**src/rtl/kb_banner_pkg.sv**
```systemverilog
// Shared constants and enumerations for the keyboard banner controller.
package kb_banner_pkg;

   localparam logic [7:0] KC_BKSP     = 8'h66;
   localparam logic [7:0] KC_ENTER    = 8'h5A;
   localparam logic [7:0] KC_ESC      = 8'h76;
   localparam logic [7:0] KC_SPACE    = 8'h29;
   localparam logic [7:0] KC_DOT      = 8'h49;
   localparam logic [7:0] ASCII_SPACE = 8'h20;

   typedef enum logic [1:0] {ST_CLEAR, ST_IDLE, ST_LOOKUP, ST_WRITE} state_e;
   typedef enum logic [1:0] {CLS_NONE, CLS_PRINT, CLS_BKSP, CLS_CLR} cls_e;

endpackage

```
**src/rtl/kb_scan2ascii.sv**
```systemverilog
// Combinational PS/2 set-2 make code to ASCII translator with edit class.
module kb_scan2ascii
   import kb_banner_pkg::*;
(
   input  logic       shift,
   input  logic [7:0] code,
   output logic [7:0] ascii,
   output cls_e       cls
);

   logic [7:0] letter;
   logic [7:0] sym;

   always_comb begin
      letter = 8'h00;
      sym    = 8'h00;
      ascii  = 8'h00;
      cls    = CLS_NONE;
      case (code)
         8'h1C: letter = "a";
         8'h32: letter = "b";
         8'h21: letter = "c";
         8'h23: letter = "d";
         8'h24: letter = "e";
         8'h2B: letter = "f";
         8'h34: letter = "g";
         8'h33: letter = "h";
         8'h43: letter = "i";
         8'h3B: letter = "j";
         8'h42: letter = "k";
         8'h4B: letter = "l";
         8'h3A: letter = "m";
         8'h31: letter = "n";
         8'h44: letter = "o";
         8'h4D: letter = "p";
         8'h15: letter = "q";
         8'h2D: letter = "r";
         8'h1B: letter = "s";
         8'h2C: letter = "t";
         8'h3C: letter = "u";
         8'h2A: letter = "v";
         8'h1D: letter = "w";
         8'h22: letter = "x";
         8'h35: letter = "y";
         8'h1A: letter = "z";
         default: letter = 8'h00;
      endcase
      // Digits and punctuation are shift-insensitive.
      case (code)
         8'h16: sym = "1";
         8'h1E: sym = "2";
         8'h26: sym = "3";
         8'h25: sym = "4";
         8'h2E: sym = "5";
         8'h36: sym = "6";
         8'h3D: sym = "7";
         8'h3E: sym = "8";
         8'h46: sym = "9";
         8'h45: sym = "0";
         KC_SPACE: sym = ASCII_SPACE;
         KC_DOT:   sym = ".";
         default:  sym = 8'h00;
      endcase
      if (letter != 8'h00) begin
         ascii = shift ? (letter - 8'h20) : letter;
         cls   = CLS_PRINT;
      end else if (sym != 8'h00) begin
         ascii = sym;
         cls   = CLS_PRINT;
      end else if (code == KC_BKSP) begin
         cls = CLS_BKSP;
      end else if (code == KC_ENTER || code == KC_ESC) begin
         cls = CLS_CLR;
      end
   end

endmodule

```
**src/rtl/kb_banner_ctrl.sv**
```systemverilog
// Key-event driven circular character buffer with scroll-rotated read port.
// Define KB_BANNER_SCROLL_EN to build the scroll divider and offset counter.
module kb_banner_ctrl
   import kb_banner_pkg::*;
#(
   parameter int LEN        = 32,
   parameter int AW         = $clog2(LEN),
   parameter int SCROLL_DIV = 25_000_000
) (
   input  logic          clk,
   input  logic          rst,
   input  logic          key_wr,
   input  logic [8:0]    key_data,
   input  logic [AW-1:0] rd_addr,
   output logic [7:0]    rd_char,
   output logic [AW:0]   cursor,
   output logic          full,
   output logic          ready,
   output logic          key_drop
);

   localparam logic [AW:0] FULL_CNT = LEN[AW:0];

   if (SCROLL_DIV < 1 || LEN < 4 || (LEN & (LEN - 1)) != 0) begin : g_param_check
      $error("kb_banner_ctrl: LEN must be a power of two >= 4 and SCROLL_DIV >= 1");
   end

   state_e        state_q, state_d;
   logic [AW-1:0] clr_idx_q, clr_idx_d;
   logic [AW:0]   cursor_q, cursor_d;
   logic [8:0]    key_q, key_d;
   logic [7:0]    ascii_q, ascii_d;
   cls_e          cls_q, cls_d;
   logic          key_drop_q, key_drop_d;
   logic [7:0]    rd_char_q, rd_char_d;

   logic [7:0]    tr_ascii;
   cls_e          tr_cls;
   logic          mem_we;
   logic [AW-1:0] mem_waddr;
   logic [7:0]    mem_wdata;
   logic [AW-1:0] offset;
   logic [AW-1:0] rd_idx;
   logic [7:0]    mem [LEN];

   kb_scan2ascii u_xlate (
      .shift (key_q[8]),
      .code  (key_q[7:0]),
      .ascii (tr_ascii),
      .cls   (tr_cls)
   );

   assign ready    = (state_q == ST_IDLE);
   assign full     = (cursor_q == FULL_CNT);
   assign cursor   = cursor_q;
   assign key_drop = key_drop_q;
   assign rd_char  = rd_char_q;

   always_comb begin
      state_d    = state_q;
      clr_idx_d  = '0;
      cursor_d   = cursor_q;
      key_d      = key_q;
      ascii_d    = ascii_q;
      cls_d      = cls_q;
      mem_we     = 1'b0;
      mem_waddr  = clr_idx_q;
      mem_wdata  = ASCII_SPACE;
      key_drop_d = key_wr & ~ready;
      case (state_q)
         ST_CLEAR: begin
            mem_we    = 1'b1;
            cursor_d  = '0;
            clr_idx_d = clr_idx_q + 1'b1;
            if (&clr_idx_q) state_d = ST_IDLE;
         end
         ST_IDLE: begin
            if (key_wr) begin
               key_d   = key_data;
               state_d = ST_LOOKUP;
            end
         end
         ST_LOOKUP: begin
            ascii_d = tr_ascii;
            cls_d   = tr_cls;
            state_d = ST_WRITE;
         end
         ST_WRITE: begin
            state_d = ST_IDLE;
            case (cls_q)
               CLS_PRINT: begin
                  if (!full) begin
                     mem_we    = 1'b1;
                     mem_waddr = cursor_q[AW-1:0];
                     mem_wdata = ascii_q;
                     cursor_d  = cursor_q + 1'b1;
                  end
               end
               CLS_BKSP: begin
                  // At cursor==LEN the low bits are zero, so the decrement wraps to LEN-1.
                  if (cursor_q != '0) begin
                     mem_we    = 1'b1;
                     mem_waddr = cursor_q[AW-1:0] - 1'b1;
                     cursor_d  = cursor_q - 1'b1;
                  end
               end
               CLS_CLR: state_d = ST_CLEAR;
               default: ;
            endcase
         end
         default: state_d = ST_CLEAR;
      endcase
   end

`ifdef KB_BANNER_SCROLL_EN
   localparam int DW = (SCROLL_DIV > 1) ? $clog2(SCROLL_DIV) : 1;
   localparam logic [DW-1:0] DIV_LAST = DW'(SCROLL_DIV - 1);

   logic [DW-1:0] div_cnt_q, div_cnt_d;
   logic [AW-1:0] offset_q, offset_d;

   always_comb begin
      div_cnt_d = div_cnt_q + 1'b1;
      offset_d  = offset_q;
      if (div_cnt_q == DIV_LAST) begin
         div_cnt_d = '0;
         offset_d  = offset_q + 1'b1;
      end
   end

   always_ff @(posedge clk or posedge rst) begin
      if (rst) begin
         div_cnt_q <= '0;
         offset_q  <= '0;
      end else begin
         div_cnt_q <= div_cnt_d;
         offset_q  <= offset_d;
      end
   end

   assign offset = offset_q;
`else
   assign offset = '0;
`endif

   assign rd_idx = rd_addr + offset;
   // Old contents are read here; the same-edge write lands afterwards.
   assign rd_char_d = mem[rd_idx];

   always_ff @(posedge clk) begin
      if (mem_we) mem[mem_waddr] <= mem_wdata;
   end

   always_ff @(posedge clk or posedge rst) begin
      if (rst) begin
         state_q    <= ST_CLEAR;
         clr_idx_q  <= '0;
         cursor_q   <= '0;
         key_q      <= '0;
         ascii_q    <= '0;
         cls_q      <= CLS_NONE;
         key_drop_q <= 1'b0;
         rd_char_q  <= '0;
      end else begin
         state_q    <= state_d;
         clr_idx_q  <= clr_idx_d;
         cursor_q   <= cursor_d;
         key_q      <= key_d;
         ascii_q    <= ascii_d;
         cls_q      <= cls_d;
         key_drop_q <= key_drop_d;
         rd_char_q  <= rd_char_d;
      end
   end

endmodule

```
**config.mk**
```make
export PLATFORM = sky130hd
export DESIGN_NAME = kb_banner_ctrl
export DESIGN_NICKNAME = d
export VERILOG_FILES = /design/src/rtl/kb_banner_pkg.sv /design/src/rtl/kb_scan2ascii.sv /design/src/rtl/kb_banner_ctrl.sv
export SDC_FILE = /design/constraint.sdc
export NUM_CORES = 1
export LEC_CHECK = 0
export ABC_AREA = 1
export CAP_MARGIN = 25
export CORE_ASPECT_RATIO = 2
export CORE_MARGIN = 4
export CORE_UTILIZATION = 60
export CTS_CLUSTER_SIZE = 30
export DETAILED_ROUTE_END_ITERATION = 6
export PLACE_DENSITY = 0.84
export RECOVER_POWER = 25
export SYNTH_ARGS = -nofsm -noshare
export SYNTH_HDL_FRONTEND = slang
export SYNTH_SLANG_ARGS = --single-unit
```
**constraint.sdc**
```tcl
create_clock -name clk -period 3.4 [get_ports clk]
set_clock_uncertainty 0.15 [all_clocks]
set_input_delay 0.68 -clock clk [delete_from_list [all_inputs] [get_ports clk]]
set_output_delay 0.68 -clock clk [all_outputs]
set_load 0.02 [all_outputs]
```
==> results.txt, run 1 <==
status = complete, but fails checks
failing checks = max-capacitance violations, max-slew violations
first-pass GRT wire length = 51700 um
DRC violations left = 0
clk sinks = 297
initial DRC count = 880
Die X = 113 um
Main synth FF type = edfxtp_1
cell with the most instances after synthesis = edfxtp_1
crit share post-route = 0.934
Setup Fix Bufs, Post-CTS = 0
RePlAce Congestion = 1.02
syn_area_per_cell = 11.3 um2
Pwr Total = 9.45 mW
critical path arrival = 2.35 ns
max cap viols = 1
CTS buffer count = 24
slew of the pin with the lowest slew margin = 2.03 ns
drt total wl = 33000 um
htree depth = 1
post-route ant nets = 0
Critical Path RT = 2.57 ns
Yosys top cell by area = edfxtp_1
endpoints failing setup = 0
Commonest cells post-synth = edfxtp_1 (256), nor2_1 (237), o21ai_0 (151)
unrepaired setup endpoints after global routing = no
Antenna diodes = 0
min Tclk post-route = 3.18 ns
vias per cell = 6.19
Clock Path Buffers = 3
final hold vios = 0
Setup TNS = 0 ns
#FFs+latches synth = 297
maximum VDD drop = 0.000493 V
Yosys warnings = 0
beginning of the critical path = cursor[0]
mean routed wirelength per cell = 21.8 um
post-CTS sizing = 0
Net Count, Synth = 1214
Cell Rows = 76
first drt pass iteration count = 5
Die Area = 24600 um2
Worst-Skew Late Latency = 0.52 ns
Fmax = 315 MHz
grt ovf = 0
CP max FO = 6
Syn-to-layout area delta = 11.7%
nets@finish = 1265
register area share after synthesis = 0.659
clk slew on worst S/H paths = 0.07 ns
Synth Cell Area = 13200 um2
Core Area = 21600 um2
delay-heaviest family, CP = buffers and inverters
CTS root buffer = clkbuf_16
initial antenna violation count = 0
Pwr Density = 639 nW/um2
CP Launch Type = flip-flop
IO Port Bufs = 33
share of layout cells above drive strength 1 = 0.112
die height = 218 um
Area contributors post-synth = edfxtp_1 (58%), dfrtp_1 (7.8%), nor2_1 (6.7%)
Initial Utilization = 0.613
DP Cell Count = 1470
Worst path max stage delay = 0.62 ns
CP max stage cell = clkdlybuf4s50_1
Setup Slack @ Placement = 0.412 ns
GR Util All Layers = 0.273
fin cells = 1514
Reg-to-Reg Start = cursor[0]
final-report max-slew violation count = 40
vias in the first global route = 9668
slew margin rel. = -0.355
worst setup path class = flip-flop to primary output
hold-fix buffers at CTS = 0
Top-Level Pins = 34
dpl hpwl = 22600 um
Vias = 9375
worst-path cell chain = inv_1 -> ha_1 -> nand3_2 -> nor2_4 -> nand2_1 -> inv_2 -> clkdlybuf4s50_1
Post-synth EDFFs = 256
Tightest Hold Check Type = primary input to asynchronous set/reset pin
pin count of the biggest net entering global routing = 62
Worst Path Buf+Inv = 3
LEAKAGE = 5.67 nW
CTS tree = built
Syn Inst Count = 1173
library cells used by synthesis = 43
final worst slack = 0.225 ns
share of synthesized registers carrying an async set or reset = 0.138
crit path capture type = primary output
share of the synthesized area in the top cell type = 0.581
registers in the layout, summed over array words and instances, names as in the netlist:
| signal | cells |
|---|---|
| state_q | 2 |
| cls_q | 2 |
| key_q | 9 |
| rd_char | 8 |
| mem | 256 |
| clr_idx_q | 5 |
| ascii_q | 8 |
| key_drop | 1 |
| cursor | 6 |
routing by layer:
metal / global-route usage / share of wire / wire [um] / vias up
met5: 0 / 0 / 0 / -
met4: 0.184 / 0.072 / 2390 / 0
met3: 0.0325 / 0.060 / 1990 / 131
met2: 0.515 / 0.55 / 18200 / 470
met1: 0.274 / 0.32 / 10500 / 4482
li1: - / - / - / 4292
layout make-up:
type                       instances  area, um2
multi-input combinational        750       3950
timing repair buffer              84        771
clock buffer                      32        682
fill                            1481       6810
inverter                          67        262
sequential                       297       8710
tap                              273        342
clock inverter                    11       63.8
metrics by stage:
stage                     instance area, um2  hold WS (ns)   util
after global placement                 14100         0.314  0.652
final                                  14800         0.296  0.685
after CTS                              14800         0.340  0.687
after detailed placement               14100         0.323  0.652
after global routing                   14800         0.316  0.685
after floorplan                        13200         0.291      -
report_power, final:
part           switching, mW  internal, mW
clock                   1.22          1.42
combinational           1.61         0.690
sequential             0.182          4.32
total                   3.02          6.43
final timing paths:
path	to	slack, ns	depth (start not counted)
max in group asynchronous	rd_char[5]	0.56	3
min in group clk	ascii_q[5]	0.34	2
hold / removal	cursor[4]	0.30	2
setup / recovery	full	0.22	7
setup reg to reg	mem[21][2]	0.32	10
hold reg to reg	ascii_q[5]	0.34	2
cell families (layout without fill, tap and decap cells):
family,Yosys count,in the layout,synth area share
AND/OR/NAND/NOR,431,431,0.142
flip-flops,297,297,0.659
AO/OA/AOI/OAI,289,289,0.130
buffers and inverters,126,194,0.0421
adder cells (fa/ha/maj),24,24,0.0233
XOR/XNOR,6,6,0.00397
cells in the final DEF (no fill, tap or decap), types with 16 or more instances in the layout:
| cell | instances |
|---|---|
| edfxtp_1 | 256 |
| nor2_1 | 233 |
| o21ai_0 | 151 |
| nand2_1 | 110 |
| inv_1 | 50 |
| o221ai_1 | 48 |
| nand3_1 | 44 |
| a21oi_1 | 42 |
| dfrtp_1 | 41 |
| buf_4 | 39 |
| clkbuf_16 | 25 |
| ha_1 | 23 |
| o22ai_1 | 22 |
| clkdlybuf4s50_1 | 16 |
Power figures use the tool's default switching activity.
==> run 2: changes to the inputs <==
MAX_ROUTING_LAYER = met4   (was unset)
==> run 2 against run 1 <==
  * The flow still finishes with violations (max-capacitance violations, max-slew violations)
  * Cell area is 0.68% higher
  * Power is 3.1% higher
  * Highest routed layer unchanged
  * Wire length is 1.3% lower
  * Largest power group unchanged
==> results.txt, run 2 (synthesized netlist as in run 1, its figures left out) <==
status = complete, but fails checks (unchanged)
failing checks = max-capacitance violations, max-slew violations (unchanged)
nets@finish = 1267 (was 1265)
Clock Path Buffers = 3 (unchanged)
first-pass GRT wire length = 50500 um (was 51700 um)
Die Area = 24600 um2 (unchanged)
Setup Slack @ Placement = 0.369 ns (was 0.412 ns)
die height = 218 um (unchanged)
most common library cell in the layout ignoring fill and taps = edfxtp_1 (unchanged)
Worst path max stage delay = 0.62 ns (about the same)
Initial Utilization = 0.613 (unchanged)
final-report max-slew violation count = 42 (was 40)
CP Launch Type = flip-flop (unchanged)
Worst R2R Setup Slack = 0.37 ns (was 0.32 ns)
unrepaired setup endpoints after global routing = no (unchanged)
worst setup path class = flip-flop to primary output (unchanged)
DP Cell Count = 1472 (was 1470)
Core Area = 21600 um2 (unchanged)
grt ovf = 0 (unchanged)
clk slew on worst S/H paths = 0.07 ns (about the same)
CP max stage cell = clkdlybuf4s50_1 (unchanged)
initial antenna violation count = 0 (unchanged)
vias in the first global route = 9350 (was 9668)
fin cells = 1517 (was 1514)
CP max FO = 6 (unchanged)
LEAKAGE = 5.72 nW (was 5.67 nW)
max cap viols = 1 (unchanged)
Tightest Hold Check Type = flip-flop to flip-flop (was primary input to asynchronous set/reset pin)
Pwr Density = 655 nW/um2 (was 639 nW/um2)
share of layout cells above drive strength 1 = 0.117 (was 0.112)
htree depth = 1 (unchanged)
maximum VDD drop = 0.000629 V (was 0.000493 V)
RePlAce Congestion = 1.01 (was 1.02)
post-CTS sizing = 0 (unchanged)
# fillers = 1494 (was 1481)
GR Util All Layers = 0.276 (was 0.273)
Top-Level Pins = 34 (unchanged)
endpoints failing setup = 0 (unchanged)
slew of the pin with the lowest slew margin = 2.44 ns (was 2.03 ns)
Critical Path RT = 2.57 ns (about the same)
post-route ant nets = 0 (unchanged)
first drt pass iteration count = 5 (unchanged)
worst-path cell chain = inv_1 -> ha_1 -> nand3_2 -> nor2_4 -> nand2_1 -> inv_2 -> clkdlybuf4s50_1 (unchanged)
drt total wl = 32600 um (was 33000 um)
min Tclk post-route = 3.18 ns (about the same)
Setup TNS = 0 ns (unchanged)
Worst-Skew Late Latency = 0.53 ns (was 0.52 ns)
crit path capture type = primary output (unchanged)
critical path arrival = 2.35 ns (about the same)
dpl hpwl = 22100 um (was 22600 um)
vias per cell = 6.17 (was 6.19)
pin count of the biggest net entering global routing = 65 (was 62)
Antenna diodes = 0 (unchanged)
mean routed wirelength per cell = 21.5 um (was 21.8 um)
IO Port Bufs = 33 (unchanged)
slew margin rel. = -0.623 (was -0.355)
Biggest register = mem (unchanged)
Top Registers = mem x256, key_q x9 (unchanged)
CTS root buffer = clkbuf_16 (unchanged)
hold-fix buffers at CTS = 0 (unchanged)
CTS tree = built (unchanged)
Syn-to-layout area delta = 12.5% (was 11.7%)
Cell Rows = 76 (unchanged)
final hold vios = 0 (unchanged)
Setup Fix Bufs, Post-CTS = 0 (unchanged)
clk sinks = 297 (unchanged)
final worst slack = 0.221 ns (was 0.225 ns)
CTS buffer count = 24 (unchanged)
crit share post-route = 0.935 (was 0.934)
initial DRC count = 710 (was 880)
max reg flops = 256 (unchanged)
Die X = 113 um (unchanged)
Fmax = 315 MHz (about the same)
Pwr Total = 9.74 mW (was 9.45 mW)
Vias = 9360 (was 9375)
most frequent cells in the layout = edfxtp_1 (256), nor2_1 (232), o21ai_0 (152) (was edfxtp_1 (256), nor2_1 (233), o21ai_0 (151))
post-layout util = 0.689 (was 0.685)
DRC violations left = 0 (unchanged)
==> run 2: final timing paths <==
check,startpoint,to,cells after the start
setup / recovery,cursor[0],full,7
min in group asynchronous,rst,cursor[2],3
setup reg to reg,cursor[0],mem[22][7],12
max in group asynchronous,rst,rd_char[1],3
hold reg to reg,ascii_q[5],ascii_q[5],2
hold / removal,ascii_q[5],ascii_q[5],2
==> run 2: worst max-delay path: cells and delay by family, from the launching register on <==
| kind | cells | cell delay, ns |
|---|---|---|
| adders and majority gates | 1 | 0.23 |
| and+or+nand+nor | 3 | 0.31 |
| DFF | 1 | 0.42 |
| buffers and inverters | 3 | 0.87 |
==> run 2: metal layers <==
| layer | part of all wire | track usage |
|---|---|---|
| met5 | 0 | - |
| met4 | 0.061 | 0.153 |
| met3 | 0.054 | 0.0239 |
| met2 | 0.56 | 0.512 |
| met1 | 0.33 | 0.281 |
==> run 2: area by class of cell <==
type                    instances  area [um2]  area share
flip-flops and latches        297        8710       0.586
multi-input cells             750        3950       0.265
repair buffers                 86         764      0.0514
clock buffers                  29         641      0.0431
well taps                     273         342      0.0230
inverters                      67         262      0.0176
clock inverters                15         209      0.0140
==> run 2: report_power, final <==
part	switching (mW)	internal, mW
clock	1.27	1.68
combinational	1.60	0.685
sequential	0.190	4.32
total	3.06	6.68
==> run 2: metrics by stage <==
stage                     hold slack (ns)  cell area (um2)
after floorplan                     0.291            13200
after global placement              0.305            14100
after detailed placement            0.317            14100
after CTS                           0.336            14900
after global routing                0.354            14900
final                               0.333            14900
